`config.mk`:
```
export PLATFORM = sky130hd
export DESIGN_NAME = mem_stage
export DESIGN_NICKNAME = d
export VERILOG_FILES = /design/src/rtl/rv32i_types.sv /design/src/rtl/mem_stage_store_align.sv /design/src/rtl/mem_stage.sv
export SDC_FILE = /design/constraint.sdc
export NUM_CORES = 1
export LEC_CHECK = 0
export ABC_AREA = 1
export BUFFER_PORTS_ARGS = -buffer_cell sky130_fd_sc_hd__buf_2
export CAP_MARGIN = 20
export CORE_AREA = 2 2 140 142
export CTS_BUF_LIST = sky130_fd_sc_hd__clkbuf_4 sky130_fd_sc_hd__clkbuf_8
export DETAILED_ROUTE_END_ITERATION = 6
export DIE_AREA = 0 0 142 144
export PLACE_DENSITY_LB_ADDON = 0.08
export SYNTH_ARGS = -nofsm -noshare
export SYNTH_HDL_FRONTEND = slang
export SYNTH_HIERARCHICAL = 1
export SYNTH_SLANG_ARGS = --single-unit
export TNS_END_PERCENT = 100
```
`constraint.sdc`:
```
create_clock -name clk -period 1.4 [get_ports clk]
set_input_delay 0.14 -clock clk [delete_from_list [all_inputs] [get_ports clk]]
set_output_delay 0.14 -clock clk [all_outputs]
set_load 0.02 [all_outputs]
```
`src/rtl/rv32i_types.sv`:
```
// rv32i_types: shared pipeline register layouts and memory-stage enums.
package rv32i_types;
  typedef enum logic [2:0] {
    sb = 3'b000,
    sh = 3'b001,
    sw = 3'b010
  } store_funct3_t;
  typedef enum logic {
    IDLE = 1'b0,
    DONE = 1'b1
  } mem_state_t;
  typedef struct packed {
    logic       valid;
    logic       load_regfile;
    logic       mem_read;
    logic       mem_write;
    logic [2:0] funct3;
    logic [3:0] regfilemux_sel;
  } ctrl_word_t;
  typedef struct packed {
    ctrl_word_t  ctrl_wd;
    logic [31:0] alu_out;
    logic        cmp_out;
    logic [31:0] u_imm;
    logic [4:0]  rd;
    logic [31:0] mar;
    logic [31:0] mem_data_out;
  } EX_MEM_stage_t;
  typedef struct packed {
    ctrl_word_t  ctrl_wd;
    logic [31:0] alu_out;
    logic        cmp_out;
    logic [31:0] u_imm;
    logic [4:0]  rd;
    logic [31:0] mdr;
  } MEM_WB_stage_t;
endpackage

```
`src/rtl/mem_stage_store_align.sv`:
```
// store_align: byte enables and lane-shifted store data for sb/sh/sw.
module store_align
  import rv32i_types::*;
(
  input  logic [2:0]  funct3_i,
  input  logic [1:0]  off_i,
  input  logic [31:0] data_i,
  output logic [3:0]  wmask_o,
  output logic [31:0] wdata_o
);
  assign wmask_o = funct3_i == sw ? 4'b1111 :
                   funct3_i == sh ? 4'b0011 << {off_i[1], 1'b0} :
                   funct3_i == sb ? 4'b0001 << off_i : 4'b0000;
  assign wdata_o = data_i << {off_i, 3'b000};
endmodule

```
`src/rtl/mem_stage.sv`:
```
// mem_stage: data-memory access stage; DONE parks a finished access while fetch is frozen.
module mem_stage
  import rv32i_types::*;
(
  input  logic          clk,
  input  logic          rst,
  input  EX_MEM_stage_t ex_mem_in,
  input  logic          imem_stall,
  input  logic [31:0]   dmem_rdata,
  input  logic          dmem_resp,
  output logic [31:0]   dmem_address,
  output logic          dmem_read,
  output logic          dmem_write,
  output logic [3:0]    dmem_wmask,
  output logic [31:0]   dmem_wdata,
  output logic          mem_stall,
  output MEM_WB_stage_t mem_wb_out
);
  mem_state_t    state_q, state_d;
  logic [31:0]   rdata_buf_q, rdata_buf_d;
  MEM_WB_stage_t mem_wb_d;
  logic          memop, idle, capture;
  assign memop = ex_mem_in.ctrl_wd.valid & (ex_mem_in.ctrl_wd.mem_read | ex_mem_in.ctrl_wd.mem_write);
  assign idle = state_q == IDLE;
  assign dmem_read = idle & memop & ex_mem_in.ctrl_wd.mem_read;
  assign dmem_write = idle & memop & ex_mem_in.ctrl_wd.mem_write;
  assign mem_stall = memop & ~dmem_resp & idle;
  assign dmem_address = {ex_mem_in.mar[31:2], 2'b00};
  assign capture = idle & memop & dmem_resp & imem_stall;
  store_align u_store_align (
    .funct3_i(ex_mem_in.ctrl_wd.funct3),
    .off_i   (ex_mem_in.mar[1:0]),
    .data_i  (ex_mem_in.mem_data_out),
    .wmask_o (dmem_wmask),
    .wdata_o (dmem_wdata)
  );
  // A response that lands while fetch is frozen is parked so it is not re-requested.
  always_comb begin
    state_d = idle ? (capture ? DONE : IDLE) : (imem_stall ? DONE : IDLE);
    rdata_buf_d = capture ? dmem_rdata : rdata_buf_q;
    mem_wb_d = imem_stall ? mem_wb_out :
               mem_stall  ? MEM_WB_stage_t'('0) :
               MEM_WB_stage_t'{ctrl_wd: ex_mem_in.ctrl_wd, alu_out: ex_mem_in.alu_out,
                               cmp_out: ex_mem_in.cmp_out, u_imm: ex_mem_in.u_imm,
                               rd: ex_mem_in.rd, mdr: idle ? dmem_rdata : rdata_buf_q};
  end
  always_ff @(posedge clk) begin
    if (rst) begin
      state_q <= IDLE;
      rdata_buf_q <= '0;
      mem_wb_out <= '0;
    end else begin
      state_q <= state_d;
      rdata_buf_q <= rdata_buf_d;
      mem_wb_out <= mem_wb_d;
    end
  end
endmodule

```
==> metrics.md, run 1 <==
| Metric | Value |
|---|---|
| Ys async rst share | `0%` |
| GR peak layer | `met2` |
| Crit path capture | `mem_stall` |
| CTS max path bufs | `2` |
| Min Clock Period, post-route | `1.43 ns` |
| Fmax | `701 MHz` |
| TritonCTS clock tree | `built` |
| Launch point of the critical path | `state_q$_SDFF_PP0_` |
| Initial core utilization | `34.8%` |
| First-pass GRT wire length | `35.5 mm` |
| Final Max Slew Viols | `0` |
| DIE WIDTH | `142 um` |
| DR DRC count | `0` |
| Clock power frac | `35.1%` |
| Total CTS buffers | `17` |
| Initial DRC count | `327` |
| Post-synthesis sequential area ratio | `44.1%` |
| Worst EP required | `1.26 ns` |
| Critical path data arrival time | `1.29 ns` |
| RSZ-0062 raised after global routing | `yes` |
| Sw power | `3.24 mW` |
| Final HPWL DP | `15.9 mm` |
| Critical Path Fanout Max | `4` |
| Syn Inst Count | `953` |
| Crit path capture type | `output port` |
| Antenna Nets Post-Route | `0` |
| CP max stage cell | `dfxtp_4` |
| Clock sink total | `146` |
| Worst setup path class | `register to output port` |
| Core box area | `0.0191 mm2` |
| Hold Violations, Final | `0` |
| Max-cap check violation count | `0` |
| Setup tns final | `-0.0268 ns` |
| Cell Chain, Critical Path | `nor2_4, nand3b_4, buf_12, clkinv_4, buf_6` |
| Dpl ws | `0.116 ns` |
| Site Rows | `51` |
| Router iterations before antenna repair | `5` |
| Flops & latches, synth | `146` |
| Worst Hold Class | `input port to register` |
| Gpl congestion | `0.851` |
| Post-Place Cell Area | `0.00815 mm2` |
| Vias/cell | `4.78` |
| Gr usage total | `21.9%` |
| Synth warnings | `6` |
| Clock Pin Slew Worst Setup and Hold Paths | `0.09 ns` |
| Status | `complete, but fails checks` |
| Pin count of the biggest net entering global routing | `82` |
| Reg2reg path depth | `6` |
| Int Pwr | `7.18 mW` |
| Worst path max stage delay | `0.37 ns` |
| Port bufs | `302` |
| Dpl cells | `1415` |
| Register-to-Register Setup Slack | `0.10 ns` |
| Total Wirelength | `23.9 mm` |
| Number of global-route vias before repair | `6726` |
| Htree depth | `4` |
| Final setup fails | `1` |
| Overflow left after global routing | `0` |
| Clock Latency Late Sink | `0.45 ns` |
| Die area | `0.0204 mm2` |
| Reg2reg end | `rdata_buf_q[2]$_SDFFE_PP0P_` |
| Final instance area | `0.00988 mm2` |
| Post-route insts no fill | `1569` |
| Largest cells by area after synthesis | `dfxtp_1 44%, nand2_1 16%, a21oi_1 12%` |
| Most frequent cell after synthesis | `nand2_1` |
| Synthesized area | `0.00664 mm2` |
| Switching Fraction | `31.1%` |
| Combinational Power Share | `21.7%` |
| Seq pwr share | `43.2%` |
| Routed WL per cell | `15.2 um` |
| M3 GR Usage | `6.06%` |
| Main flop type after synthesis | `dfxtp_1` |
| Most area-hungry cell type in the Yosys netlist | `dfxtp_1` |
| Maximum VDD drop | `0.544 mV` |
| Mean Syn Cell Area | `6.96 um2` |
| DR vias | `7500` |
| Synth cell count leaders | `288 x nand2_1, 155 x a21oi_1, 146 x dfxtp_1` |
| Die H | `144 um` |
| Area Overhead vs Synth | `49.0%` |
| Fin crit share | `102%` |
| Library cells used by synthesis | `19` |
| Met1 GRT Util | `26.7%` |
| FF-to-FF Start | `state_q$_SDFF_PP0_` |
| Final net count | `1495` |
| Fin Hold WS | `0.179 ns` |
| P per Cell Area | `1050 mW/mm2` |
| I/O pin count | `365` |
| Worst Skew | `0.0168 ns` |
| Synth top area share | `44.1%` |
| GR met2 Demand/Resource | `36.4%` |
| Layout cells sized above 1 | `28.9%` |
| Initial antenna violation count | `4` |
| LEAKAGE | `4.90 nW` |
| Fill cells | `1904` |
| Clock root cell | `clkbuf_8` |
| Crit start category | `register` |
| Violated checks | `negative setup slack` |
| Final setup margin | `-0.0268 ns` |
| Number of synthesized flops with an enable pin | `0` |
stage by stage:
stage | utilization, % | total power, mW
floorplan | - | 5.87
global placement | 42.7 | 6.54
detailed placement | 42.7 | 6.55
global route | 51.8 | 11.0
finish | 51.8 | 10.4
CTS | 51.5 | 10.5
power by group through the flow:
stage          logic, mW  clock network (mW)  registers, mW
2_1_floorplan       1.00                   0           4.87
3_3_place_gp        1.95                   0           4.59
5_1_grt             2.47                3.96           4.53
4_1_cts             2.26                3.76           4.50
6_report            2.26                3.65           4.50
3_5_place_dp        1.95                   0           4.60
repair_timing:
item / CTS / global route
pin swaps: 2 / 3
gates cloned: 2 / 0
endpoints found under the hold margin: 113 / 0
gates resized for setup: 12 / 8
buffers inserted: 2 / 1
hold buffers: 113 / 0
setup endpoints to repair: 3 / 23
logic make-up after synthesis:
| family | count (synthesis) | synth area share [%] |
|---|---|---|
| AO/OA/AOI/OAI | 270 | 20.4 |
| AND/OR/NAND/NOR | 417 | 25.1 |
| buffers and inverters | 119 | 10.5 |
| flip-flops | 146 | 44.1 |
| other | 1 | 0.0565 |
worst max-delay path: cells and delay by family, from the launching register on:
kind	cells	cell delay (ns)
flip-flops	1	0.37
AND/OR/NAND/NOR	2	0.21
buffers and inverters	3	0.27
cell type report:
class                           count  area [um2]  area share, %
Inverter                           13        56.3          0.570
Antenna cell                        4        10.0          0.101
Timing Repair Buffer              447        3090           31.3
Multi-Input combinational cell    689        3070           31.0
Clock inverter                     14         193           1.95
Sequential cell                   146        2930           29.6
Tap cell                          238         298           3.01
Clock buffer                       18         241           2.44
layer usage:
layer,routed length (um),vias up
li1,-,3816
met1,10100,3383
met2,11600,253
met3,1470,48
met4,733,0
met5,0,-
flip-flops by register name, summed over array words and instances, names as in the netlist:
name         flops
rdata_buf_q     32
mem_wb_out     113
state_q          1
how the worst min path moves through the flow:
stage,from,to,slack (ns),cells past startpoint
floorplan,ex_mem_in[115],mem_wb_out[83]$_SDFFE_PP0N_,0.28,2
global placement,ex_mem_in[42],dmem_address[10],0.28,0
detailed placement,ex_mem_in[42],dmem_address[10],0.28,0
CTS,ex_mem_in[144],rdata_buf_q[16]$_SDFFE_PP0P_,0.15,5
global route,rst,mem_wb_out[16]$_SDFFE_PP0N_,0.17,3
finish,imem_stall,mem_wb_out[21]$_SDFFE_PP0N_,0.18,6
cells in the final DEF (no fill, tap or decap), drive strengths merged, types with 18 or more instances in the layout:
cell / netlist / routed
clkbuf: 35 / 18
buf: 71 / 332
nand3: 44 / 44
dfxtp: 146 / 146
nand2: 290 / 290
inv: 13 / 19
o21ai: 115 / 115
dlygate4sd3: 0 / 113
a21oi: 155 / 155
nor2: 82 / 82
(Power assumes the default switching activity.)
==> run 2, diff against run 1 <==
ABC_AREA = not set   (was 1)
CORE_AREA = 2 2 142 144   (was 2 2 140 142)
DIE_AREA = 0 0 144 146   (was 0 0 142 144)
RECOVER_POWER = 25   (was not set)
SLEW_MARGIN = 25   (was not set)
==> run 2 against run 1 <==
The run still ends with negative setup slack left. Setup slack worse by 0.11 ns. Largest cell class is now multi-input gates. Clock power is 7.1% lower. Sequential share of layout area is 0.64 points higher. Worst hold slack worse by 0.14 ns. Highest routed layer is now met5. Maximum frequency is 6.9% lower.
==> metrics.md, run 2 <==
| Metric | Value |
|---|---|
| Status | `complete, but fails checks` |
| Violated checks | `negative setup slack` |
| DR DRC count | `0 (unchanged)` |
| Fin crit share | `109% (+7.5 points)` |
| Mean Syn Cell Area | `8.45 um2 (+21%)` |
| Initial DRC count | `350 (+7.0%)` |
| Site Rows | `51 (unchanged)` |
| Slew HR | `62.5%` |
| Worst setup path class | `register to output port` |
| First-pass GRT wire length | `36.6 mm (+2.8%)` |
| DR vias | `7131 (-4.9%)` |
| Final HPWL DP | `15.6 mm (-2.4%)` |
| Htree depth | `4 (unchanged)` |
| Flops & latches, synth | `146 (unchanged)` |
| Critical Path Fanout Max | `3 (-1)` |
| Worst EP required | `1.26 ns (about the same)` |
| Total CTS buffers | `17 (unchanged)` |
| Most frequent cell after synthesis | `dfxtp_1` |
| P per Cell Area | `1030 mW/mm2 (-2.3%)` |
| Worst slew pin tran | `0.563 ns` |
| Ys async rst share | `0% (unchanged)` |
| Top reg by flops | `mem_wb_out` |
| Gpl congestion | `0.838 (-1.5%)` |
| Synthesized area | `0.00680 mm2 (+2.5%)` |
| Number of global-route vias before repair | `6843 (+1.7%)` |
| TritonCTS clock tree | `built` |
| Reg2reg end | `mem_wb_out[59]$_SDFFE_PP0N_` |
| Final Max Slew Viols | `0 (unchanged)` |
| Final instance area | `0.00967 mm2 (-2.2%)` |
| Final net count | `1306 (-13%)` |
| Met2 wire length | `11.1 mm (-4.3%)` |
| Worst Skew | `0.0120 ns (-0.00479 ns)` |
| Router iterations before antenna repair | `5 (unchanged)` |
| Final Power | `9.95 mW (-4.5%)` |
| Routed WL per cell | `16.7 um (+9.7%)` |
| Max-cap check violation count | `0 (unchanged)` |
| Clock sink total | `146 (unchanged)` |
| Layout cells sized above 1 | `32.2% (+3.3 points)` |
| Syn Inst Count | `804 (-16%)` |
| Die H | `146 um (+1.4%)` |
| Met3 WL | `1.55 mm (+5.2%)` |
| Top flop regs | `mem_wb_out: 113 flops, rdata_buf_q: 32 flops, state_q: 1 flops` |
| Fin Hold WS | `0.0368 ns (-0.142 ns)` |
| Launch point of the critical path | `state_q$_SDFF_PP0_` |
| Crit path capture type | `output port` |
| Port bufs | `302 (unchanged)` |
| Max reg flops | `113 (unchanged)` |
| Vias/cell | `5.08 (+6.2%)` |
| Library cells used by synthesis | `30 (+11)` |
| Number of synthesized flops with an enable pin | `0 (unchanged)` |
| Clock root cell | `clkbuf_8` |
| Reg2reg path depth | `6 (unchanged)` |
| Final setup margin | `-0.132 ns (-0.105 ns)` |
| Crit path capture | `mem_stall` |
| Fmax | `653 MHz (-6.9%)` |
| Setup tns final | `-5.70 ns (-5.67 ns)` |
| Min Clock Period, post-route | `1.53 ns (+0.105 ns)` |
| Top sig layer | `met5` |
| Synth top area share | `43.0% (-1.1 points)` |
| Post-synthesis sequential area ratio | `43.0% (-1.1 points)` |
| Area Overhead vs Synth | `42.2%` |
| LEAKAGE | `4.14 nW (-16%)` |
| Antenna Nets Post-Route | `0 (unchanged)` |
| Die area | `0.0210 mm2 (+2.8%)` |
| Pin count of the biggest net entering global routing | `80 (-2.4%)` |
| Critical path data arrival time | `1.39 ns (+0.10 ns)` |
| Clock Pin Slew Worst Setup and Hold Paths | `0.08 ns (about the same)` |
| Clock Latency Late Sink | `0.45 ns (about the same)` |
| Total Wirelength | `23.4 mm (-1.8%)` |
| Initial core utilization | `35.2% (+0.38 points)` |
| RSZ-0062 raised after global routing | `yes` |
| Synth cell count leaders | `146 x dfxtp_1, 126 x nand2_1, 80 x o22ai_1` |
| Core box area | `0.0193 mm2 (+1.3%)` |
| Largest cells by area after synthesis | `dfxtp_1 43%, o22ai_1 7.4%, mux2i_1 7.2%` |
| Final setup fails | `104 (+103)` |
| Synth warnings | `6 (unchanged)` |
| FF-to-FF Start | `state_q$_SDFF_PP0_` |
| Crit start category | `register` |
| I/O pin count | `365 (unchanged)` |
| Overflow left after global routing | `0 (unchanged)` |
| Most frequent cells in the layout | `278 x buf_2, 145 x dfxtp_1, 126 x nand2_1, 80 x o22ai_1` |
| Initial antenna violation count | `2 (-2)` |
| CTS max path bufs | `2 (unchanged)` |
| Maximum VDD drop | `0.602 mV (+11%)` |
| Post-Place Cell Area | `0.00843 mm2 (+3.4%)` |
| Commonest non-fill, non-tap cell in the layout | `buf_2` |
| WL met1 | `10.2 mm (+1.6%)` |
| Hold Violations, Final | `0 (unchanged)` |
| Register-to-Register Setup Slack | `-0.10 ns (-0.20 ns)` |
| Gr usage total | `21.6% (-0.35 points)` |
| DIE WIDTH | `144 um (+1.4%)` |
| Main flop type after synthesis | `dfxtp_1` |
| Most area-hungry cell type in the Yosys netlist | `dfxtp_1` |
| Worst Hold Class | `input port to register` |
run 2: cell types whose count changed in the layout (fill, tap and decap cells not counted), moves of 34 or more:
cell	change
nand3_1	+35
o22ai_1	+80
nor2_1	-64
dlygate4sd3_1	-34
mux2i_1	+49
nand2_1	-162
o21ai_0	-114
a21oi_1	-140
run 2: cell families after synthesis:
kind of cell / synth area share (%)
other: 0.0552
AND/OR/NAND/NOR: 21.3
multiplexers: 7.22
flip-flops: 43.0
buffers and inverters: 9.98
AO/OA/AOI/OAI: 18.5
run 2: worst min path at each step:
stage | from | to | slack, ns | cells past startpoint
6_report | ex_mem_in[139] | mem_wb_out[107]$_SDFFE_PP0N_ | 0.04 | 3
5_1_grt | dmem_rdata[17] | mem_wb_out[17]$_SDFFE_PP0N_ | 0.01 | 3
4_1_cts | ex_mem_in[139] | mem_wb_out[107]$_SDFFE_PP0N_ | 0.004 | 3
3_5_place_dp | ex_mem_in[48] | dmem_address[16] | 0.28 | 0
3_3_place_gp | ex_mem_in[48] | dmem_address[16] | 0.28 | 0
2_1_floorplan | dmem_rdata[31] | rdata_buf_q[31]$_SDFFE_PP0P_ | 0.28 | 2
run 2: timing repair:
action,in CTS,in global routing
gates resized for setup,12,1
pin swaps,3,1
setup buffers,4,0
endpoints found under the setup margin,3,109
hold buffers,79,0
endpoints found under the hold margin,79,0
run 2: layer usage:
metal	vias up	GRT usage, %
met2	249	35.0
met3	46	5.89
met1	3314	27.4
met4	2	7.50
met5	-	0
li1	3520	-
run 2: through the flow:
step | util [%] | instances | setup WS, ns
after floorplan | - | 805 | -0.109
after global placement | 43.6 | 1288 | 0.0576
after detailed placement | 43.6 | 1288 | 0.0441
after CTS | 50.1 | 1403 | -0.178
after global routing | 50.0 | 1403 | -0.199
final | 50.0 | 1405 | -0.132
run 2: cell type report:
class                           instances  area [um2]
Multi-Input combinational cell        531        3230
Tap cell                              265         332
Sequential cell                       146        2920
Timing Repair Buffer                  423        2760
Fill cell                            1927        9670
Clock inverter                         14         154
Antenna cell                            2        5.00
Clock buffer                           18         241
Inverter                                6        23.8
run 2: report_power, final:
part           internal [mW]  leakage [nW]  switching [mW]
logic                  0.880          2.74            1.21
registers               4.37          1.20           0.106
clock network           1.63         0.200            1.75
total                   6.88          4.14            3.07
run 2: critical path, stage by stage (launching register included):
cell and delay, ns:
dfxtp_2 0.32, nand2b_4 0.16, nor3_4 0.23, buf_12 0.14, buf_8 0.10
==> run 3, diff against run 2 <==
clock period = 1.26 ns   (was 1.4 ns; I/O delays follow)
==> run 3 against run 2 <==
The run still ends with negative setup slack left. Sequential share of layout area shrank 3.1 points. Utilization rose by 5.7 points. Wire length grew 11%. Critical path depth rose by 1. Non-clock buffer count is 31 higher. Sequential cell count stayed put. Clock skew up 0.0031 ns. Power increased by 15%. Critical path type is now register to register.
==> metrics.md, run 3 (same netlist as run 2, synthesis figures left out) <==
| Metric | Value |
|---|---|
| Status | `complete, but fails checks` |
| Violated checks | `negative setup slack` |
| Clock sink total | `146 (unchanged)` |
| Pin count of the biggest net entering global routing | `94 (+18%)` |
| Site Rows | `51 (unchanged)` |
| Gr usage total | `22.8% (+1.2 points)` |
| Hold_sp | `dmem_rdata[1]` |
| Initial core utilization | `35.2% (unchanged)` |
| RSZ-0062 raised after global routing | `yes` |
| Clock root cell | `clkbuf_8` |
| DR DRC count | `0 (unchanged)` |
| Seq pwr share | `43.5% (-1.5 points)` |
| Setup tns final | `-27.94 ns (-22.24 ns)` |
| Dpl ws | `-0.0787 ns (-0.123 ns)` |
| Final HPWL DP | `15.7 mm (+0.95%)` |
| LEAKAGE | `4.57 nW (+11%)` |
| Routed WL per cell | `18.1 um (+8.5%)` |
| Delay-heaviest family, CP | `simple AND/OR/NAND/NOR gates` |
| Layout cells sized above 1 | `39.9% (+7.8 points)` |
| Critical path buffers and inverters | `2 (unchanged)` |
| Fmax | `655 MHz` |
| Final net count | `1337 (+2.4%)` |
| Most frequent cells in the layout | `288 x buf_2, 145 x dfxtp_1, 126 x nand2_1, 80 x dlygate4sd3_1, 79 x nand3_1` |
| Top reg by flops | `mem_wb_out` |
| Switching Fraction | `31.3% (+0.40 points)` |
| Clock power frac | `32.4% (-1.6 points)` |
| Area Overhead vs Synth | `58.4%` |
| Min Clock Period, post-route | `1.53 ns` |
| Hold Violations, Final | `0 (unchanged)` |
| Fin Hold WS | `0.0659 ns (+0.0291 ns)` |
| Initial DRC count | `343 (-2.0%)` |
| Combinational Power Share | `24.1% (+3.1 points)` |
| Cell Chain, Critical Path | `nand2b_4, buf_4, or3_4, clkbuf_16, a31o_1` |
| Fill cells | `1866 (-3.2%)` |
| Router iterations before antenna repair | `4 (-1)` |
| Reg2reg path depth | `5 (-1)` |
| Maximum VDD drop | `0.747 mV (+24%)` |
| Core box area | `0.0193 mm2 (unchanged)` |
| Total CTS buffers | `17 (unchanged)` |
| Die H | `146 um (unchanged)` |
| Critical Path Fanout Max | `8 (+5)` |
| Crit path capture type | `register` |
| Reg2reg end | `rdata_buf_q[30]$_SDFFE_PP0P_` |
| Total Wirelength | `25.9 mm (+11%)` |
| CP max stage cell | `or3_4` |
| Final Power | `11.4 mW (+15%)` |
| WHS Endpoint | `mem_wb_out[1]$_SDFFE_PP0N_` |
| Initial antenna violation count | `1 (-1)` |
| Sw power | `3.58 mW (+16%)` |
| Post-route insts no fill | `1432 (+1.9%)` |
| I/O pin count | `365 (unchanged)` |
| Worst setup path class | `register to register` |
| Crit start category | `register` |
| Final Max Slew Viols | `0 (unchanged)` |
| Top flop regs | `mem_wb_out: 113 flops, rdata_buf_q: 32 flops, state_q: 1 flops` |
| Max reg flops | `113 (unchanged)` |
| Dpl cells | `1292 (+0.31%)` |
| Worst Skew | `0.0151 ns (+0.00307 ns)` |
| Clock Latency Late Sink | `0.46 ns (about the same)` |
| Register-to-Register Setup Slack | `-0.27 ns (-0.17 ns)` |
| Die area | `0.0210 mm2 (unchanged)` |
| Number of global-route vias before repair | `7117 (+4.0%)` |
| Commonest non-fill, non-tap cell in the layout | `buf_2` |
| # diodes | `0 (-2)` |
| CTS max path bufs | `2 (unchanged)` |
| Htree depth | `4 (unchanged)` |
| Worst path max stage delay | `0.43 ns (+0.11 ns)` |
| FF-to-FF Start | `state_q$_SDFF_PP0_` |
| Fin crit share | `121%` |
| Worst Hold Class | `input port to register` |
| DIE WIDTH | `144 um (unchanged)` |
| Overflow left after global routing | `0 (unchanged)` |
| Hold Path Stages | `3 (unchanged)` |
| Worst EP required | `1.61 ns (+0.35 ns)` |
| TritonCTS clock tree | `built` |
| Final setup margin | `-0.267 ns (-0.135 ns)` |
| Critical path data arrival time | `1.87 ns (+0.48 ns)` |
| Gpl congestion | `0.836 (-0.33%)` |
| Max-cap check violation count | `0 (unchanged)` |
| Clock Pin Slew Worst Setup and Hold Paths | `0.08 ns (about the same)` |
| Final setup fails | `147 (+41%)` |
| Antenna Nets Post-Route | `0 (unchanged)` |
| Vias/cell | `5.14 (+1.2%)` |
| DR vias | `7358 (+3.2%)` |
| First-pass GRT wire length | `37.9 mm (+3.6%)` |
| P per Cell Area | `1060 mW/mm2 (+3.2%)` |
| Port bufs | `302 (unchanged)` |
| Int Pwr | `7.87 mW (+14%)` |
-- run 3: cell count changes in the layout (fill, tap and decap cells not counted), moves of 6 or more --
cell and delta:
o22ai_1 -28, o32ai_1 -27, o22ai_2 +24, o32ai_2 +18, clkbuf_1 -15, buf_2 +10, o32ai_4 +9, buf_16 +8
buf_6 +7, clkbuf_16 +6
-- run 3: timing repair --
| action | in CTS | in global routing |
|---|---|---|
| buffers inserted | 9 | 7 |
| hold buffers | 80 | 0 |
| cloned | 8 | 6 |
| pin swaps | 1 | 25 |
| setup endpoints to repair | 102 | 147 |
| hold endpoints to repair | 80 | 0 |
| gates resized for setup | 22 | 81 |
-- run 3: routing by layer --
| metal | routed length, um | vias to the layer above | part of all wire, % | track usage [%] |
|---|---|---|---|---|
| li1 | - | 3583 | - | - |
| met1 | 10900 | 3498 | 42 | 28.0 |
| met2 | 13000 | 208 | 50 | 38.0 |
| met3 | 1200 | 67 | 4.6 | 5.50 |
| met4 | 776 | 2 | 3.0 | 9.46 |
| met5 | 7 | - | 0.027 | 0 |
-- run 3: metrics by stage --
stage | cell area [um2] | utilization [%]
after CTS | 10000 | 51.9
after global placement | 8490 | 43.9
after floorplan | 6860 | -
after detailed placement | 8490 | 43.9
after global routing | 10800 | 55.7
final | 10800 | 55.7
-- run 3: layout make-up --
class | count | area [um2] | area share [%]
timing repair buffer | 454 | 3360 | 31.2
clock buffer | 17 | 234 | 2.17
inverter | 6 | 23.8 | 0.221
tap | 265 | 332 | 3.08
multi-input combinational | 531 | 3740 | 34.7
sequential | 146 | 2920 | 27.2
clock inverter | 13 | 150 | 1.39
-- run 3: power groups by stage --
stage                     Sequential [mW]  Combinational, mW  Clock, mW
after CTS                            4.97               2.50       3.81
after global routing                 5.00               2.94       4.03
after global placement               5.08               2.15          0
after floorplan                      5.33               1.13          0
after detailed placement             5.08               2.15          0
final                                4.98               2.76       3.71
-- run 3: worst max path at each step --
stage	from	endpoint	slack, ns	depth (start not counted)
2_1_floorplan	state_q$_SDFF_PP0_	rdata_buf_q[23]$_SDFFE_PP0P_	-0.25	7
3_3_place_gp	state_q$_SDFF_PP0_	rdata_buf_q[0]$_SDFFE_PP0P_	-0.07	4
3_5_place_dp	state_q$_SDFF_PP0_	rdata_buf_q[0]$_SDFFE_PP0P_	-0.08	4
4_1_cts	state_q$_SDFF_PP0_	mem_stall	-0.31	4
5_1_grt	state_q$_SDFF_PP0_	mem_stall	-0.33	4
6_report	state_q$_SDFF_PP0_	rdata_buf_q[30]$_SDFFE_PP0P_	-0.27	5
-- run 3: tightest hold or removal path, stage by stage --
cell and delay (ns):
buf_2 0.11, mux2i_1 0.15, o32ai_1 0.09
